### config.mk
export PLATFORM = sky130hd
export DESIGN_NAME = ps2_rx_fifo
export DESIGN_NICKNAME = d
export VERILOG_FILES = /design/src/rtl/ps2_rx_fifo.sv
export SDC_FILE = /design/constraint.sdc
export NUM_CORES = 1
export LEC_CHECK = 0
export ABC_AREA = 1
export CAP_MARGIN = 20
export CORE_MARGIN = 3
export CORE_UTILIZATION = 58
export DETAILED_ROUTE_END_ITERATION = 10
export GPL_TIMING_DRIVEN = 0
export PLACE_DENSITY = 0.78
export SYNTH_ARGS = -nofsm -noshare
export SYNTH_HDL_FRONTEND = slang
export SYNTH_SLANG_ARGS = --single-unit
### constraint.sdc
create_clock -name clk -period 2.3 [get_ports clk]
set_input_delay 0.23 -clock clk [delete_from_list [all_inputs] [get_ports clk]]
set_output_delay 0.23 -clock clk [all_outputs]
set_load 0.02 [all_outputs]
### src/rtl/ps2_rx_fifo.sv
// PS/2 device-to-host receiver: pin synchroniser and glitch filter, 11-bit frame decoder, byte FIFO.
// Optional PS2_RX_ERR_COUNT_EN enables the saturating err_count; otherwise err_count is tied to zero.
module ps2_rx_fifo #(
  parameter int unsigned SYSTEM_CLOCK = 25_000_000,
  parameter int unsigned PS2_CLOCK    = 10_000,
  parameter int unsigned TIMEOUT_BITS = 2,
  parameter int unsigned FILTER_LEN   = 4,
  parameter int unsigned FIFO_DEPTH   = 4
) (
  input  logic       clk,
  input  logic       reset,
  input  logic       ps2_clk,
  input  logic       ps2_data,
  output logic       rx_valid,
  output logic [7:0] rx_data,
  input  logic       rx_ready,
  output logic       parity_err,
  output logic       frame_err,
  output logic       rx_overflow,
  output logic [7:0] err_count
);

  localparam int unsigned T_CYC = TIMEOUT_BITS * SYSTEM_CLOCK / PS2_CLOCK;
  localparam int unsigned TW    = $clog2(T_CYC + 1);
  localparam int unsigned FW    = $clog2(FILTER_LEN + 1);
  localparam int unsigned AW    = $clog2(FIFO_DEPTH);

  typedef enum logic [1:0] {S_IDLE, S_DATA, S_PARITY, S_STOP} state_t;

  // index 0 = clock line, index 1 = data line
  logic [1:0]    sync1, sync2, filt;
  logic [FW-1:0] fcnt [2];
  logic          clk_prev;
  logic          fall, bit_in;

  always_ff @(posedge clk) begin
    if (reset) begin
      sync1 <= '1;
      sync2 <= '1;
    end else begin
      sync1 <= {ps2_data, ps2_clk};
      sync2 <= sync1;
    end
  end

  // Filtered line flips only after FILTER_LEN consecutive samples disagreeing with it.
  always_ff @(posedge clk) begin
    if (reset) begin
      filt    <= '1;
      fcnt[0] <= '0;
      fcnt[1] <= '0;
    end else begin
      for (int unsigned i = 0; i < 2; i++) begin
        if (sync2[i] == filt[i]) begin
          fcnt[i] <= '0;
        end else if (fcnt[i] == FW'(FILTER_LEN - 1)) begin
          filt[i] <= sync2[i];
          fcnt[i] <= '0;
        end else begin
          fcnt[i] <= fcnt[i] + 1'b1;
        end
      end
    end
  end

  always_ff @(posedge clk) begin
    if (reset) clk_prev <= 1'b1;
    else       clk_prev <= filt[0];
  end

  assign fall   = clk_prev & ~filt[0];
  assign bit_in = filt[1];

  state_t        state, state_nx;
  logic [7:0]    shreg;
  logic [2:0]    bitcnt;
  logic          par_bit;
  logic [TW-1:0] to_cnt;
  logic          push, perr_nx, ferr_nx, ovf_nx;

  always_ff @(posedge clk) begin
    if (reset) state <= S_IDLE;
    else       state <= state_nx;
  end

  always_comb begin
    state_nx = state;
    push     = 1'b0;
    perr_nx  = 1'b0;
    ferr_nx  = 1'b0;
    if (state != S_IDLE && !fall && to_cnt == TW'(T_CYC)) begin
      ferr_nx  = 1'b1;
      state_nx = S_IDLE;
    end else if (fall) begin
      case (state)
        S_IDLE:   if (!bit_in) state_nx = S_DATA;
        S_DATA:   if (bitcnt == 3'd7) state_nx = S_PARITY;
        S_PARITY: state_nx = S_STOP;
        S_STOP: begin
          state_nx = S_IDLE;
          if (!(^shreg ^ par_bit)) perr_nx = 1'b1;
          else if (!bit_in)        ferr_nx = 1'b1;
          else                     push    = 1'b1;
        end
        default:  state_nx = S_IDLE;
      endcase
    end
  end

  always_ff @(posedge clk) begin
    if (reset) begin
      shreg   <= '0;
      bitcnt  <= '0;
      par_bit <= 1'b0;
    end else if (fall) begin
      case (state)
        S_IDLE:   bitcnt <= '0;
        S_DATA: begin
          shreg  <= {bit_in, shreg[7:1]};
          bitcnt <= bitcnt + 1'b1;
        end
        S_PARITY: par_bit <= bit_in;
        default:  ;
      endcase
    end
  end

  always_ff @(posedge clk) begin
    if (reset || state == S_IDLE || fall) to_cnt <= '0;
    else if (to_cnt != TW'(T_CYC))        to_cnt <= to_cnt + 1'b1;
  end

  logic [7:0]  mem [FIFO_DEPTH];
  logic [AW-1:0] wr_ptr, rd_ptr;
  logic [AW:0]   count;
  logic          pop, full, do_write;

  assign pop      = rx_valid & rx_ready;
  assign full     = (count == (AW+1)'(FIFO_DEPTH));
  // A full FIFO still accepts a push when the head is popped in the same cycle.
  assign do_write = push & (~full | pop);
  assign ovf_nx   = push & full & ~pop;

  always_ff @(posedge clk) begin
    if (reset) begin
      wr_ptr <= '0;
      rd_ptr <= '0;
      count  <= '0;
      for (int unsigned i = 0; i < FIFO_DEPTH; i++) mem[i] <= '0;
    end else begin
      if (do_write) begin
        mem[wr_ptr] <= shreg;
        wr_ptr      <= wr_ptr + 1'b1;
      end
      if (pop) rd_ptr <= rd_ptr + 1'b1;
      case ({do_write, pop})
        2'b10:   count <= count + 1'b1;
        2'b01:   count <= count - 1'b1;
        default: ;
      endcase
    end
  end

  assign rx_valid = (count != '0);
  assign rx_data  = mem[rd_ptr];

  always_ff @(posedge clk) begin
    if (reset) begin
      parity_err  <= 1'b0;
      frame_err   <= 1'b0;
      rx_overflow <= 1'b0;
    end else begin
      parity_err  <= perr_nx;
      frame_err   <= ferr_nx;
      rx_overflow <= ovf_nx;
    end
  end

`ifdef PS2_RX_ERR_COUNT_EN
  always_ff @(posedge clk) begin
    if (reset) err_count <= '0;
    else if ((parity_err | frame_err | rx_overflow) && err_count != 8'hFF)
      err_count <= err_count + 1'b1;
  end
`else
  assign err_count = 8'h00;
`endif

endmodule

==> out/metrics.cfg <==
[floorplan]
start_util_pct = 62.1
core_area_sq_um = 6130
rows = 28
die_h_microns = 87.0
die_w_microns = 87.0
die_area_sq_um = 7570
io_pins = 25

[global_routing]
grt_pass1_wl_microns = 12200
grt_pass1_vias = 2867
grt.total_usage_pct = 20.7
grt_overflow_total = 0
grt_start_max_net_pins = 14
antenna_found_initial = 0

[critical_path]
arrival_ns = 1.98
crit_type = reg2out
worst_ep_required_time_ns = 2.07
worstSetupEndpointType = output pin
crit_family = buffers and inverters
critPathSlowestCell = clkdlybuf4s50_1
rr_worst_depth = 15
worst_path_largest_cell_delay_ns = 0.62
crit_buf_inv = 3
path_cells = inv_1 > buf_2 > nor2_1 > o22ai_1 > clkdlybuf4s50_1
r2r_slack_ns = 0.10
worstPathMaxFanout = 10
timing.rr.start = shreg[0]
setup.worst_path.start_class = register
rr_endpoint = mem[0][4]

[place]
place.port_buffers = 16
dp_hpwl_microns = 5130
dpl_cell_area_sq_um = 4110
dpl.cell_count = 534
routabilityCongestion = 0.797

[logic_synthesis]
synth_common_cells = nor2_1 (70), nand2_1 (62), inv_1 (48)
yosys-top-cells-area = edfxtp_1 (30%), dfxtp_1 (24%), nor2_1 (6.9%), nand2_1 (6.1%), o21ai_0 (5.1%)
yosys.area.top_type_share_pct = 30.0
ys_async_sr_fraction_pct = 0
yosysSeqAreaShare_pct = 54.2
ys_seq_elements = 84
syn_area_per_cell_sq_um = 8.83
yosys.cell_types.count = 31
synth_edf_count = 38
syn_area_sq_um = 3810
netlist_instances = 431
synth_most_common_cell = nor2_1
synth_top_area_cell = edfxtp_1
ys.warnings.count = 0
ys.flop_type = dfxtp_1

[route]
finalWirelength_microns = 7000
drtPass1Iterations = 4
wl_per_cell_microns = 12.7
drtIter0Drc = 169
routed_via_density = 5.25
post-route-drc-count = 0
vias = 2889
ant_nets = 0

[clock_network]
cts_tree = yes
postCtsSetupBuffers = 0
cts_made_buffers = 9
clkLatencyLatePin_ns = 0.35
clock_path_buffers = 2
cts_hold_buf = 0
clk_pin_slew_ns = 0.08
htreeDepth = 3
cts-root-buf = clkbuf_8
cts_sinks = 84

[min_path]
hold_class = reg2reg
holdCritStartpoint = sync1[1]
hold-path-endpoint = sync2[1]
holdPathStages = 1

[layout]
final_util_pct = 70.9
syn_to_final_growth_pct = 14.2
fin_area_sq_um = 4350
n_fill_cell = 479
antenna_cells = 0
fin_cells = 550
drive_gt1_share_pct = 12.8
nets = 488

[timing]
tightest_slew_ns = 0.573
post-route-period-util_pct = 96.0
rsz0062_at_grt = true
clock_skew_ns = 0.00685
setup_viol = 0
hold_viol = 0
slew_violations = 0
fin_crit_ns = 2.21
fmax_mhz = 453
slew-limit-headroom_pct = 61.8

[power_and_ir_drop]
total_leakage_power_uw = 0.00174
peakVddDrop_v = 0.000493
powerDensity_nw_per_um2 = 788
power_uw = 3430

[run]
maxCapViolations = 0

[status]
outcome = finished, final reports clean

worst reg2reg max path, cell delays in order (launching register included):
cell	delay [ns]
dfxtp_2	0.34
inv_1	0.15
nand2_1	0.08
nand2_1	0.06
nand2_1	0.05
nand2_1	0.11
inv_1	0.06
nand3_1	0.08
nand2_2	0.07
inv_2	0.08
nand2_4	0.08
nor2_8	0.14
nand2_4	0.13
nor2_8	0.14
nand2_4	0.11
nand2_2	0.21
repair_timing:
| action | in CTS | in global routing |
|---|---|---|
| gates cloned | 0 | 0 |
| gates resized for setup | 5 | 18 |
| setup endpoints to repair | 24 | 42 |
layout by cell type, fill, tap and decap left out, types with 2 or more instances in the layout:
| cell type | netlist | layout |
|---|---|---|
| a21oi_1 | 36 | 35 |
| buf_4 | 8 | 8 |
| clkbuf_1 | 6 | 6 |
| clkbuf_8 | 0 | 9 |
| clkdlybuf4s50_1 | 0 | 13 |
| clkinv_1 | 1 | 2 |
| conb_1 | 2 | 14 |
| dfxtp_1 | 46 | 39 |
| dfxtp_2 | 0 | 7 |
| dlymetal6s2s_1 | 0 | 3 |
| edfxtp_1 | 38 | 38 |
| ha_1 | 12 | 12 |
| inv_1 | 48 | 45 |
| inv_2 | 3 | 5 |
| nand2_1 | 62 | 58 |
| nand2_2 | 1 | 4 |
| nand2_4 | 4 | 5 |
| nand3_1 | 10 | 10 |
| nand3_2 | 2 | 2 |
| nand4_1 | 6 | 6 |
| nor2_1 | 70 | 70 |
| nor2_2 | 4 | 4 |
| nor2_8 | 2 | 2 |
| nor3_1 | 7 | 7 |
| nor4_1 | 2 | 2 |
| o21ai_0 | 39 | 39 |
| o22ai_1 | 9 | 9 |
| or2_2 | 6 | 6 |
routing by layer:
layer | share of wire [%] | GRT usage (%) | vias to the layer above
met1 | 42 | 23.1 | 1328
li1 | - | - | 1484
met4 | 2.0 | 9.21 | 0
met2 | 51 | 37.3 | 62
met3 | 4.8 | 4.45 | 15
met5 | 0 | 0 | -
cell type report:
| type | instances | area [sq um] | area share (%) |
|---|---|---|---|
| Multi-Input combinational cell | 293 | 1530 | 35.2 |
| Clock inverter | 4 | 46.3 | 1.06 |
| Timing Repair Buffer | 16 | 168 | 3.86 |
| Clock buffer | 12 | 156 | 3.60 |
| Tap cell | 75 | 93.8 | 2.16 |
| Sequential cell | 84 | 2070 | 47.6 |
| Inverter | 52 | 198 | 4.55 |
| Buffer | 14 | 85.1 | 1.96 |
how the worst max path moves through the flow:
stage                  to  slack [ns]  cells past startpoint
4_1_cts        rx_data[5]        0.04                      5
5_1_grt          count[2]       -0.08                     16
6_report       rx_data[3]        0.09                      5
2_1_floorplan   mem[2][0]        0.36                     15
3_5_place_dp    mem[0][4]       -0.05                     15
3_3_place_gp    mem[0][4]        0.02                     15
through the flow:
step                hold slack [ns]  setup TNS, ns  setup WS (ns)
global placement              0.394              0         0.0178
global route                  0.425         -0.493        -0.0794
CTS                           0.419              0         0.0410
finish                        0.420              0         0.0926
floorplan                     0.334              0          0.358
detailed placement            0.401         -0.658        -0.0490
registers in the layout, indices dropped and copies added (netlist names), named ones only:
| register | flops |
|---|---|
| bitcnt | 3 |
| clk_prev | 1 |
| count | 3 |
| fcnt | 6 |
| filt | 2 |
| frame_err | 1 |
| mem | 32 |
| par_bit | 1 |
| parity_err | 1 |
| rd_ptr | 2 |
| rx_overflow | 1 |
| shreg | 8 |
| state | 2 |
| sync1 | 2 |
| sync2 | 2 |
| to_cnt | 13 |
| wr_ptr | 2 |
power by group:
part | internal, uW | switching, uW | leakage (uW) | total, uW
clock network | 563 | 509 | 0.0000992 | 1070
logic | 271 | 409 | 0.000880 | 679
registers | 1630 | 46.4 | 0.000762 | 1670
total | 2460 | 964 | 0.00174 | 3430
cells by family (layout without fill, tap and decap cells):
kind of cell / count (synthesis) / after routing / synth area share [%]
buffers and inverters: 66 / 98 / 7.30
adders and majority gates: 13 / 13 / 4.47
AOI/OAI and AO/OA: 86 / 86 / 11.8
DFF: 84 / 84 / 54.2
other: 2 / 14 / 0.197
xor gates and xnor gates: 1 / 1 / 0.230
and+or+nand+nor: 179 / 179 / 21.9
Note: power is estimated with default switching activity, not from simulation.
